$ cat src/rtl/mem_access_ctrl.sv
`default_nettype none
// ============================================================================
// Module   : mem_access_ctrl
// Purpose  : MEM-stage sequencer turning a load/store into a req/ack memory
//            transaction, with pipeline stall, load/store formatting and faults.
// Revision : 1.0 - initial release
// ============================================================================
module mem_access_ctrl #(
    parameter int DATA_W  = 32,
    parameter int TIMEOUT = 16
) (
    input  logic              clk,
    input  logic              rst,
    input  logic              mem_read,
    input  logic              mem_write,
    input  logic [2:0]        funct3,
    input  logic [DATA_W-1:0] addr,
    input  logic [DATA_W-1:0] wdata,
    output logic              mem_req,
    output logic              mem_we,
    output logic [3:0]        mem_be,
    output logic [DATA_W-1:0] mem_addr,
    output logic [DATA_W-1:0] mem_wdata,
    input  logic              mem_ack,
    input  logic [DATA_W-1:0] mem_rdata,
    output logic              stall,
    output logic              wb_bubble,
    output logic [DATA_W-1:0] load_data,
    output logic              load_valid,
    output logic              err
);

    localparam int CNT_W = $clog2(TIMEOUT + 1);
    localparam logic [CNT_W-1:0] CNT_MAX = CNT_W'(TIMEOUT);

    typedef enum logic [1:0] {
        IDLE = 2'd0,
        WAIT = 2'd1,
        DONE = 2'd2
    } state_t;

    state_t            state;
    logic [CNT_W-1:0]  cnt;
    logic [CNT_W-1:0]  cnt_inc;
    logic [2:0]        size_q;
    logic [1:0]        off_q;
    logic              is_load_q;

    logic              access;
    logic              illegal;
    logic              misaligned;
    logic              fault;
    logic [3:0]        st_be;
    logic [DATA_W-1:0] st_wdata;

    function automatic logic [DATA_W-1:0] fmt_load(input logic [2:0] f,
                                                   input logic [1:0] off,
                                                   input logic [DATA_W-1:0] d);
        logic [7:0]  b;
        logic [15:0] h;
        b = d[{off, 3'b000} +: 8];
        h = d[{off[1], 4'b0000} +: 16];
        case (f)
            3'b000:  fmt_load = {{(DATA_W-8){b[7]}}, b};
            3'b001:  fmt_load = {{(DATA_W-16){h[15]}}, h};
            3'b100:  fmt_load = {{(DATA_W-8){1'b0}}, b};
            3'b101:  fmt_load = {{(DATA_W-16){1'b0}}, h};
            default: fmt_load = d;
        endcase
    endfunction

    assign access     = mem_read | mem_write;
    assign illegal    = (funct3 == 3'b011) || (funct3 == 3'b110) || (funct3 == 3'b111);
    assign misaligned = (((funct3 == 3'b001) || (funct3 == 3'b101)) && addr[0]) ||
                        ((funct3 == 3'b010) && (addr[1:0] != 2'b00));
    assign fault      = illegal | misaligned;
    assign cnt_inc    = (cnt == CNT_MAX) ? cnt : cnt + 1'b1;

    // Gating with rst makes the pipeline release in the same cycle reset hits.
    assign stall     = !rst && (((state == IDLE) && access) || (state == WAIT));
    assign wb_bubble = stall;

    always_comb begin
        st_be    = 4'b1111;
        st_wdata = wdata;
        case (funct3[1:0])
            2'b00: begin
                st_be    = 4'b0001 << addr[1:0];
                st_wdata = {(DATA_W/8){wdata[7:0]}};
            end
            2'b01: begin
                st_be    = 4'b0011 << addr[1:0];
                st_wdata = {(DATA_W/16){wdata[15:0]}};
            end
            default: begin
                st_be    = 4'b1111;
                st_wdata = wdata;
            end
        endcase
    end

    always_ff @(posedge clk or posedge rst) begin
        if (rst) begin
            state      <= IDLE;
            cnt        <= '0;
            size_q     <= '0;
            off_q      <= '0;
            is_load_q  <= 1'b0;
            mem_req    <= 1'b0;
            mem_we     <= 1'b0;
            mem_be     <= '0;
            mem_addr   <= '0;
            mem_wdata  <= '0;
            load_data  <= '0;
            load_valid <= 1'b0;
            err        <= 1'b0;
        end else begin
            case (state)
                IDLE: begin
                    err        <= 1'b0;
                    load_valid <= 1'b0;
                    cnt        <= '0;
                    if (access) begin
                        is_load_q <= mem_read;
                        size_q    <= funct3;
                        off_q     <= addr[1:0];
                        if (fault) begin
                            err        <= 1'b1;
                            load_data  <= '0;
                            load_valid <= mem_read;
                            state      <= DONE;
                        end else begin
                            mem_req   <= 1'b1;
                            mem_we    <= mem_write;
                            mem_be    <= mem_write ? st_be : 4'b1111;
                            mem_addr  <= {addr[DATA_W-1:2], 2'b00};
                            mem_wdata <= mem_write ? st_wdata : '0;
                            state     <= WAIT;
                        end
                    end
                end
                WAIT: begin
                    cnt <= cnt_inc;
                    // Ack is checked first so a last-cycle ack beats the timeout.
                    if (mem_ack) begin
                        mem_req    <= 1'b0;
                        load_data  <= fmt_load(size_q, off_q, mem_rdata);
                        load_valid <= is_load_q;
                        state      <= DONE;
                    end else if (cnt_inc == CNT_MAX) begin
                        mem_req    <= 1'b0;
                        load_data  <= '0;
                        load_valid <= is_load_q;
                        err        <= 1'b1;
                        state      <= DONE;
                    end
                end
                DONE: begin
                    err        <= 1'b0;
                    load_valid <= 1'b0;
                    cnt        <= '0;
                    state      <= IDLE;
                end
                default: state <= IDLE;
            endcase
        end
    end

endmodule
`default_nettype wire

$ cat config.mk
export PLATFORM = sky130hd
export DESIGN_NAME = mem_access_ctrl
export DESIGN_NICKNAME = d
export VERILOG_FILES = /design/src/rtl/mem_access_ctrl.sv
export SDC_FILE = /design/constraint.sdc
export NUM_CORES = 1
export LEC_CHECK = 0
export ABC_AREA = 1
export CORE_ASPECT_RATIO = 1.1
export CORE_MARGIN = 5
export CORE_UTILIZATION = 46
export CTS_BUF_LIST = sky130_fd_sc_hd__clkbuf_16
export DETAILED_ROUTE_END_ITERATION = 8
export GPL_TIMING_DRIVEN = 1
export PLACE_DENSITY = 0.82
export SLEW_MARGIN = 5
export SYNTH_ARGS = -nofsm -noshare
export SYNTH_HDL_FRONTEND = slang
export SYNTH_SLANG_ARGS = --single-unit
$ cat constraint.sdc
create_clock -name clk -period 5 [get_ports clk]
set_input_delay 1 -clock clk [delete_from_list [all_inputs] [get_ports clk]]
set_output_delay 1 -clock clk [all_outputs]
set_load 0.05 [all_outputs]
Word-level counts from Yosys, hierarchy flattened
Index checks and enable logic that the tools add are counted.
{"block": "classes", "add_sub_neg": 1, "reduce_logical": 25, "bitwise_logic": 3, "eq_ne": 20, "n_shift": 4, "n_mux": 32}
{"op": "32-bit 2-to-1 mux", "n": 5}
{"op": "32-bit case mux with 2 select lines", "n": 2}
{"op": "32-bit case mux with 4 select lines", "n": 1}
{"op": "32-bit by 6-bit variable part select with 16-bit output", "n": 1}
{"op": "32-bit by 6-bit variable part select with 8-bit output", "n": 1}
{"op": "3-bit equality test, second input constant", "n": 5}
{"op": "1-bit 2-to-1 mux", "n": 12}
{"op": "5-bit equality test, second input constant", "n": 2}
{"op": "5-bit case mux with 2 select lines", "n": 1}
{"op": "2-bit 2-to-1 mux", "n": 4}
{"op": "2-bit inequality test, second input constant", "n": 4}
{"op": "4-bit case mux with 2 select lines", "n": 1}
{"op": "4-bit AND reduction", "n": 2}
{"op": "3-bit by 1-bit equality test with 1-bit output, second input constant", "n": 2}
{"op": "3-bit by 2-bit equality test with 1-bit output, second input constant", "n": 2}
{"op": "1-bit case mux with 3 select lines", "n": 2}
{"op": "2-bit AND reduction", "n": 3}
{"op": "3-bit AND reduction", "n": 2}
{"op": "2-bit nonzero test", "n": 3}
{"op": "5-bit by 1-bit adder with 5-bit output, second input constant", "n": 1}
{"op": "1-bit logical OR", "n": 5}
{"op": "5-bit 2-to-1 mux", "n": 1}
{"op": "2-bit by 1-bit equality test with 1-bit output, second input constant", "n": 2}
{"op": "1-bit logical AND", "n": 4}
{"op": "15 further kinds", "n": 17}
{"block": "totals", "in_bits": 104, "output_inout_bits": 106, "regBits": 115}

Longest topological paths before layout
Gate-level depths: netlist of the first run.
{"block": "logic_depth", "ltp_word": 8, "mapped_depth": 14, "mapped_depth_nobuf": 13}

Least setup slack after synthesis of the first run
Ideal clock, no wire load.
{"block": "synth_path", "kind": "in2out", "startpoint": "in mem_read", "endpoint": "out wb_bubble", "n_path_buf": 2, "slack_ps": 1447, "path_stages": 6, "arrival_ps": 2553, "required_ps": 4000, "path_cell_list": "nor2_1 -> inv_1 -> nand2_1 -> clkbuf_1 -> a21oi_1 -> buf_4"}
{"block": "synth_between", "elab_chain_len": 4}
{"element": "start: declaration", "line_no": "14", "text": "input logic mem_read,"}
{"element": "1-bit OR", "line_no": "72", "text": "assign access = mem_read | mem_write;"}
{"element": "1-bit logical AND", "line_no": "80", "text": "assign stall = !rst && (((state == IDLE) && access) || (state == WAIT));"}
{"element": "1-bit logical OR", "line_no": "80"}
{"element": "1-bit logical AND", "line_no": "80"}
{"element": "end: declaration", "line_no": "27", "text": "output logic wb_bubble,"}
Every way passes these cells.

Worst setup path after layout of the first run
Same ends and word-level chain as after synthesis.

==> impl_metrics.py, run 1 <==
metrics = {
    "sta": {
        "setup_violations": 0,
        "worst_slew_pin_slew_ns": 0.9862,
        "rsz0062_at_grt": "no",
        "period_share": 0.8011,
        "hold_viol": 0,
        "period_needed_ns": 4.006,
        "setup-tns-final_ns": 0,
        "finClkSkew_ns": 0.009686,
        "drv_slew": 0,
        "fmax_ghz": 0.2497,
        "maxSlewHeadroom": 0.3409,
    },
    "final_layout": {
        "fin_util": 0.6882,
        "drive_gt1_frac": 0.07092,
        "num_antenna_cells": 0,
        "nNetsFinal": 1085,
        "area_growth_syn_to_layout_pct": 45.91,
    },
    "worst_setup_path": {
        "r2r_end": "load_data[18]",
        "r2r-start": "cnt[0]",
        "worstSetupPathType": "input port to output pin",
        "crit_top_cell": "clkdlybuf4s50_1",
        "path_cells": "clkdlybuf4s50_1 -> nor2_1 -> inv_1 -> nand2_1 -> a21oi_1 -> clkdlybuf4s50_1",
        "critPathSlowestCell": "clkdlybuf4s50_1",
        "path_buf_inv": 3,
        "critPathTopFamily": "buffers and inverters",
        "crit_required_ns": 4.00,
        "cpPeakStageDelay_ns": 0.83,
        "arrival_ns": 3.01,
        "ff2ff_setup_slack_ns": 2.48,
        "crit_fanout": 12,
        "setup.worst_path.start_class": "input port",
        "critPathCaptureType": "output pin",
        "worst_r2r_path_depth": 13,
    },
    "global_route": {
        "grt.total_usage": 0.2300,
        "grt_pass1_vias": 5742,
        "antenna_found_initial": 0,
        "grt_max_degree": 76,
        "overflow": 0,
        "grt_pass1_wl_um": 28270,
    },
    "place": {
        "io_buffers": 207,
        "place.gp.congestion": 0.8623,
        "dp_hpwl_um": 12630,
    },
    "cts": {
        "clockBufferDepth": 2,
        "path_clk_slew_ns": 0.05,
        "insertion_delay_ns": 0.41,
        "cts_buffers": 17,
        "cts_setup_buffers": 0,
        "cts_tree": "built",
        "cts.sinks": 115,
        "postCtsHoldBufs": 0,
        "postCtsResizedCells": 0,
        "cts_max_level": 4,
        "cts_root_buf": "clkbuf_16",
    },
    "floorplan": {
        "die_h_um": 129.4,
        "ios": 210,
        "start_util": 0.4716,
        "core_um2": 12640,
        "dieArea_um2": 15340,
        "rows": 43,
        "die_x_um": 118.6,
    },
    "routing": {
        "wl_per_cell_um": 15.65,
        "antenna_left": 0,
        "drcViolationCount": 0,
        "dr.pass1.iters": 5,
        "vias": 5878,
        "drt-vias-per-instance": 5.138,
        "routed_wl_um": 17900,
        "drtIter0Drc": 497,
    },
    "logic_synthesis": {
        "synth_xor_area_frac": 0.001469,
        "syn_area_um2": 5963,
        "synthAdderAreaFrac": 0.01469,
        "synth_compound_area_frac": 0.1060,
        "synth_cell_types": 36,
        "yosys.area_share.simple": 0.3122,
        "syn-instance-count": 784,
        "yosysWarnings": 0,
        "yosysSeqAreaShare": 0.4826,
        "synth-edff-count": 0,
        "synth_ff_type": "dfrtp_1",
        "async_reset_ff_frac": 1.000,
        "synth_top_family_by_area": "simple AND/OR/NAND/NOR gates",
        "synth_mux_area_frac": 0.003567,
        "syn_avg_cell_area_um2": 7.606,
        "ys_seq_elements": 115,
    },
    "worst_hold_path": {
        "hold_class": "register to register",
        "hold_start": "load_data[5]",
        "hold_end": "load_data[5]",
        "min_path_cells": 2,
    },
    "job": {
        "maxCapViolations": 0,
    },
    "power": {
        "vdd_drop_max_uv": 426.7,
        "leakagePower_nw": 4.266,
        "powerDensity_nw_per_um2": 690.6,
    },
    "run_status": {
        "status": "finished clean",
    },
}
[where the power goes]
group | total, W | switching [W] | leakage (nW) | internal, W
Combinational | 0.00312 | 0.00215 | 2.47 | 0.000964
Clock | 0.00135 | 0.000458 | 0.312 | 0.000889
Sequential | 0.00155 | 0.000262 | 1.48 | 0.00128
[metrics by stage]
stage / std cells / instance area, um^2 / worst slack [ns] / power [W] / hold slack, ns
floorplan: 785 / 5967 / 0.9559 / 0.003680 / 0.4764
global placement: 1112 / 8045 / 1.056 / 0.004627 / 0.4561
detailed placement: 1112 / 8045 / 0.9967 / 0.004660 / 0.4609
CTS: 1144 / 8701 / 0.9920 / 0.006040 / 0.4744
global route: 1144 / 8701 / 0.8932 / 0.006323 / 0.4936
finish: 1144 / 8701 / 0.9944 / 0.006009 / 0.4705
[cell usage after synthesis (3+ instances only)]
cell type  instances  share of area
nand2_1          306           0.19
dfrtp_1          115           0.48
o21ai_0           81          0.068
inv_1             60          0.038
nor2_1            57          0.036
nand3_1           35          0.029
clkbuf_1          15         0.0094
buf_2             13          0.011
nand3_2           12          0.020
nand4_1           11          0.012
buf_4             10          0.013
a21oi_1            8         0.0067
ha_1               7          0.015
inv_2              6         0.0038
nand2_2            5         0.0052
o221ai_1           5         0.0073
a2bb2oi_1          4         0.0059
a211oi_1           3         0.0038
nor2_2             3         0.0031
nor2_4             3         0.0057
nor3_1             3         0.0025
o211ai_1           3         0.0038
o22ai_1            3         0.0031
[state kept, by name, summed over array words and instances (netlist names), 2 cells and up]
name       flops
load_data     32
mem_wdata     32
mem_addr      30
cnt            5
mem_be         4
size_q         3
off_q          2
state          2
[placed cells by master, fill, tap and decap left out, types with 3 or more instances in the layout]
cell,count
nand2_1,306
clkdlybuf4s50_1,207
dfrtp_1,115
o21ai_0,81
inv_1,59
nor2_1,57
nand3_1,35
clkbuf_16,17
nand3_2,12
nand4_1,11
a21oi_1,8
ha_1,7
inv_2,6
nand2_2,5
o221ai_1,5
bufinv_16,5
clkinv_4,5
a2bb2oi_1,4
buf_4,4
nor2_2,3
nor2_4,3
nor3_1,3
o211ai_1,3
a211oi_1,3
o22ai_1,3
[cell type report]
| cell class | count | area (um^2) |
|---|---|---|
| fill | 1023 | 3943 |
| sequential | 115 | 2878 |
| multi-input combinational | 563 | 2619 |
| timing repair buffer | 211 | 2102 |
| clock buffer | 17 | 425.4 |
| inverter | 66 | 250.2 |
| clock inverter | 15 | 230.2 |
| tap | 157 | 196.4 |
[worst reg2reg max path, cell delays in order, from the launching register on]
cell and delay, ns:
dfrtp_1 0.42, inv_1 0.11, ha_1 0.15, nand2_1 0.07
inv_1 0.09, nand2_1 0.08, nand2_1 0.08, nand2_2 0.07
nor2_4 0.12, nand3_4 0.10, nand2_2 0.24, nand3_2 0.57
nand2_1 0.23, nand2_1 0.08
[worst max path at each step]
stage                  start  slack (ns)  depth (start not counted)         to
floorplan                rst        0.96                          1     cnt[0]
global placement    mem_read        1.06                          6      stall
detailed placement  mem_read         1.0                          6  wb_bubble
CTS                 mem_read        0.99                          6  wb_bubble
global route        mem_read        0.89                          6  wb_bubble
finish              mem_read        0.99                          6  wb_bubble
[cells by family (layout without fill, tap and decap cells)]
family | after synthesis | count (layout)
simple gates | 439 | 439
other cells | 1 | 2
mux | 2 | 2
flops | 115 | 115
buf+inv | 107 | 309
xor+xnor | 1 | 1
fa+ha+maj | 7 | 7
compound gates | 112 | 112
[routing by layer]
metal | track usage | vias to the layer above | wire length (um)
met5 | 0 | - | 0
met4 | 0.09673 | 0 | 510
met2 | 0.3673 | 287 | 8254
met1 | 0.2757 | 2675 | 7265
li1 | - | 2875 | -
met3 | 0.09646 | 41 | 1870
Note: power is estimated with default switching activity, not from simulation.
==> inputs of run 2 (changes only) <==
Clock period 5 ns to 3.9 ns, I/O delays scaled along.
==> impl_metrics.py, run 2 (synthesis results as in run 1) <==
metrics = {
    "run_status": {
        "status": "finished clean",
    },
    "routing": {
        "dr.pass1.iters": 5,
        "drtIter0Drc": 343,
        "drcViolationCount": 0,
        "vias": 5909,
        "antenna_left": 0,
        "routed_wl_um": 18100,
        "wl_per_cell_um": 15.79,
        "drt-vias-per-instance": 5.156,
    },
    "final_layout": {
        "nNetsFinal": 1087,
        "layout_common_cells": "nand2_1 (306), clkdlybuf4s50_1 (205), dfrtp_1 (115), o21ai_0 (81), inv_1 (62)",
        "area_growth_syn_to_layout_pct": 45.74,
        "fill_cells": 1042,
        "drive_gt1_frac": 0.07179,
        "num_antenna_cells": 0,
        "design_area_um2": 8691,
        "reg_top3": "load_data x32, mem_wdata x32, mem_addr x30",
        "layout_commonest_cell": "nand2_1",
    },
    "cts": {
        "cts_root_buf": "clkbuf_16",
        "path_clk_slew_ns": 0.05,
        "clockBufferDepth": 2,
        "cts_setup_buffers": 0,
        "cts_max_level": 4,
        "postCtsHoldBufs": 0,
        "cts.sinks": 115,
        "insertion_delay_ns": 0.40,
        "cts_tree": "built",
        "postCtsResizedCells": 0,
        "cts_buffers": 17,
    },
    "worst_setup_path": {
        "worstSetupPathType": "input port to output pin",
        "crit_fanout": 12,
        "path_cells": "clkdlybuf4s50_1 -> nor2_1 -> inv_1 -> nand2_1 -> a21oi_1 -> buf_4",
        "cpPeakStageDelay_ns": 0.51,
        "worst_r2r_path_depth": 13,
        "critPathSlowestCell": "clkdlybuf4s50_1",
        "critPathCaptureType": "output pin",
        "arrival_ns": 2.20,
        "setup.worst_path.start_class": "input port",
        "crit_required_ns": 3.12,
    },
    "sta": {
        "finClkSkew_ns": 0.005700,
        "setup_violations": 0,
        "period_needed_ns": 2.981,
        "maxSlewHeadroom": 0.4690,
        "hold_viol": 0,
        "period_share": 0.7645,
        "setup-tns-final_ns": 0,
        "drv_slew": 0,
        "fmax_ghz": 0.3354,
        "worst_slew_pin_slew_ns": 0.7947,
        "rsz0062_at_grt": "no",
    },
    "worst_hold_path": {
        "min_path_cells": 2,
        "hold_class": "register to register",
    },
    "floorplan": {
        "start_util": 0.4716,
        "die_x_um": 118.6,
        "rows": 43,
        "core_um2": 12640,
        "ios": 210,
        "dieArea_um2": 15340,
        "die_h_um": 129.4,
    },
    "power": {
        "leakagePower_nw": 4.288,
        "switchingPower_w": 0.003644,
        "vdd_drop_max_uv": 533.1,
        "internal_power_w": 0.004003,
        "clock_power_share": 0.217,
        "p_seq_frac": 0.260,
        "p_total_w": 0.007647,
        "p_comb_frac": 0.523,
        "powerDensity_nw_per_um2": 879.9,
        "swShare": 0.4765,
    },
    "global_route": {
        "antenna_found_initial": 0,
        "grt_max_degree": 64,
        "grt_pass1_wl_um": 28670,
        "overflow": 0,
        "grt_pass1_vias": 5707,
        "grt.total_usage": 0.2310,
    },
    "place": {
        "io_buffers": 207,
        "dp_hpwl_um": 13020,
        "place.gp.congestion": 0.8895,
        "placed_cell_area_um2": 8068,
    },
    "job": {
        "maxCapViolations": 0,
    },
}
## run 2: changes by cell type in the layout (fill, tap and decap cells not counted)
| cell | previous run | this run |
|---|---|---|
| inv_6 | 2 | 0 |
| clkdlybuf4s50_1 | 207 | 205 |
| clkinvlp_4 | 2 | 1 |
| clkinv_2 | 0 | 5 |
| clkinv_4 | 5 | 0 |
| buf_12 | 0 | 1 |
| inv_1 | 59 | 62 |
| buf_4 | 4 | 7 |
## run 2: power groups by stage
stage          combinational (W)  clock (W)  sequential [W]
3_3_place_gp             0.00395          0         0.00198
6_report                 0.00400    0.00166         0.00199
2_1_floorplan            0.00141          0         0.00331
3_5_place_dp             0.00400          0         0.00198
4_1_cts                  0.00402    0.00168         0.00198
5_1_grt                  0.00427    0.00173         0.00205
## run 2: routing by layer
metal | track usage | share of wire | up-vias
met1 | 0.2820 | 0.40 | 2743
li1 | - | - | 2870
met2 | 0.3802 | 0.48 | 265
met4 | 0.07472 | 0.019 | 0
met5 | 0 | 0 | -
met3 | 0.08861 | 0.10 | 31
## run 2: worst max-delay path: cells and delay by family
kind,cells,cell delay [ns]
compound gates,1,0.25
simple gates,2,0.30
buf+inv,3,0.86
## run 2: stage by stage
step | utilization | instances | setup slack (ns) | hold slack, ns
floorplan | - | 785 | 0.07594 | 0.4764
global placement | 0.6381 | 1114 | 0.9696 | 0.4574
detailed placement | 0.6381 | 1114 | 0.9227 | 0.4609
CTS | 0.6874 | 1146 | 0.9190 | 0.4742
global route | 0.6874 | 1146 | 0.8381 | 0.4910
finish | 0.6874 | 1146 | 0.9186 | 0.4737
## run 2: worst paths after layout
kind	endpoint	from	slack, ns
setup / recovery	wb_bubble	mem_read	0.92
hold / removal	load_data[4]	load_data[4]	0.47
setup reg to reg	load_data[9]	cnt[0]	1.34
hold reg to reg	load_data[4]	load_data[4]	0.47
max in group asynchronous	load_data[2]	rst	2.27
min in group asynchronous	cnt[3]	rst	0.91
## run 2: final cells by class
cell class,count,area (um^2),share of cell area
clock buffers,17,425.4,0.04895
clock inverters,15,197.7,0.02275
inverters,66,250.2,0.02879
multi-input cells,563,2619,0.3013
flip-flops and latches,115,2878,0.3311
well taps,157,196.4,0.02260
repair buffers,213,2125,0.2445
==> inputs of run 3 (changes only) <==
Settings changed: CORE_UTILIZATION 46 to 41, PLACE_DENSITY 0.82 to 0.77.
Clock period 3.9 ns to 2.64 ns, I/O delays scaled along.
==> impl_metrics.py, run 3 (synthesis results as in run 1) <==
metrics = {
    "run_status": {
        "status": "finished clean",
    },
    "final_layout": {
        "area_growth_syn_to_layout_pct": 47.67,
        "multi_input_area_um2": 2619,
        "nNetsFinal": 1100,
        "layout.cells.non_filler": 1194,
        "reg_top3": "load_data x32, mem_wdata x32, mem_addr x30",
        "num_antenna_cells": 0,
        "fill_cells": 1265,
        "layout_common_cells": "nand2_1 (306), clkdlybuf4s50_1 (205), dfrtp_1 (115), o21ai_0 (81), inv_1 (60)",
        "sequential_cell_area_um2": 2878,
        "layout_commonest_cell": "nand2_1",
        "drive_gt1_frac": 0.08383,
        "design_area_um2": 8806,
    },
    "place": {
        "dp_slack_ns": 0.3568,
        "placed_cell_area_um2": 8260,
        "io_buffers": 207,
        "place_inst": 1162,
        "dp_hpwl_um": 13170,
        "place.gp.congestion": 0.9478,
    },
    "job": {
        "maxCapViolations": 0,
    },
    "sta": {
        "fin_ws_ns": 0.3471,
        "period_needed_ns": 2.293,
        "setup_violations": 0,
        "worst_slew_pin_slew_ns": 0.5421,
        "hold_viol": 0,
        "finClkSkew_ns": 0.008059,
        "fmax_ghz": 0.4361,
        "drv_slew": 0,
        "maxSlewHeadroom": 0.6375,
        "rsz0062_at_grt": "no",
        "setup-tns-final_ns": 0,
        "period_share": 0.8685,
    },
    "worst_setup_path": {
        "crit_fanout": 6,
        "arrival_ns": 1.76,
        "path_cells": "inv_1 -> ha_1 -> inv_1 -> a21oi_1 -> buf_4 -> buf_12",
        "critPathCaptureType": "output pin",
        "worstSetupPathType": "register to output pin",
        "critPathTopFamily": "buffers and inverters",
        "setup.worst_path.start_class": "register",
        "critPathSlowestCell": "dfrtp_1",
        "path_buf_inv": 4,
        "cpPeakStageDelay_ns": 0.43,
        "crit_top_cell": "inv_1",
        "crit_required_ns": 2.11,
    },
    "global_route": {
        "grt_pass1_wl_um": 29030,
        "grt.total_usage": 0.2146,
        "antenna_found_initial": 0,
        "grt_max_degree": 64,
        "grt_pass1_vias": 5697,
        "overflow": 0,
    },
    "worst_hold_path": {
        "hold_class": "register to register",
    },
    "routing": {
        "antenna_left": 0,
        "drt-vias-per-instance": 4.936,
        "dr.pass1.iters": 6,
        "routed_wl_um": 18220,
        "wl_per_cell_um": 15.26,
        "vias": 5893,
        "drtIter0Drc": 484,
        "drcViolationCount": 0,
    },
    "cts": {
        "cts_max_level": 4,
        "insertion_delay_ns": 0.42,
        "cts_setup_buffers": 0,
        "cts.sinks": 115,
        "clockBufferDepth": 2,
        "path_clk_slew_ns": 0.05,
        "cts_root_buf": "clkbuf_16",
        "postCtsHoldBufs": 0,
        "postCtsResizedCells": 0,
        "cts_buffers": 17,
        "cts_tree": "built",
    },
    "floorplan": {
        "ios": 210,
        "start_util": 0.4161,
        "rows": 46,
        "core_um2": 14330,
        "die_x_um": 125.0,
        "die_h_um": 136.5,
        "dieArea_um2": 17060,
    },
    "power": {
        "p_total_w": 0.01107,
        "leakagePower_nw": 4.303,
        "vdd_drop_max_uv": 791.1,
        "powerDensity_nw_per_um2": 1257,
    },
}
==> run 3: cell types whose count changed in the layout (fill, tap and decap cells not counted), sizes merged <==
cell / previous run / this run
bufinv: 5 / 1
buf: 8 / 21
inv: 69 / 66
clkinv: 6 / 9
clkinvlp: 1 / 5
==> run 3: path summary, 6_finish.rpt <==
kind                              start       endpoint  slack [ns]  cells after the start
hold / removal             load_data[3]   load_data[3]        0.47                      2
max in group asynchronous           rst  mem_wdata[27]        1.49                      3
min in group asynchronous           rst  mem_wdata[22]        0.51                      2
setup / recovery               state[1]          stall        0.35                      6
hold reg to reg            load_data[3]   load_data[3]        0.47                      2
setup reg to reg                 cnt[0]  load_data[30]        0.47                     14
==> run 3: metal layers <==
layer  track usage  share of wire  vias to the layer above
met5             0              0                        -
li1              -              -                     2900
met4       0.09036          0.025                        0
met3       0.09587          0.095                       38
met1        0.2616           0.42                     2712
met2        0.3323           0.46                      243
==> run 3: through the flow <==
step / hold WS, ns / util
2_1_floorplan: 0.4764 / -
3_3_place_gp: 0.4556 / 0.5764
3_5_place_dp: 0.4602 / 0.5764
4_1_cts: 0.4736 / 0.6145
5_1_grt: 0.4945 / 0.6145
6_report: 0.4695 / 0.6145
==> run 3: report_power, final <==
| part | total, W | leakage, nW | internal [W] | switching (W) |
|---|---|---|---|---|
| Sequential | 0.00287 | 1.48 | 0.00243 | 0.000433 |
| Clock | 0.00211 | 0.259 | 0.00128 | 0.000838 |
| Combinational | 0.00609 | 2.56 | 0.00195 | 0.00414 |
==> run 3: cell type report <==
class,count,share of cell area
well taps,192,0.02728
inverters,66,0.02856
multi-input cells,563,0.2974
clock buffers,17,0.04831
clock inverters,15,0.01364
repair buffers,226,0.2580
flip-flops and latches,115,0.3268
==> run 3: worst min-delay path: stages, from the launching register on <==
cell and delay, ns:
dfrtp_1 0.34, nand2_1 0.05, nand2_1 0.04
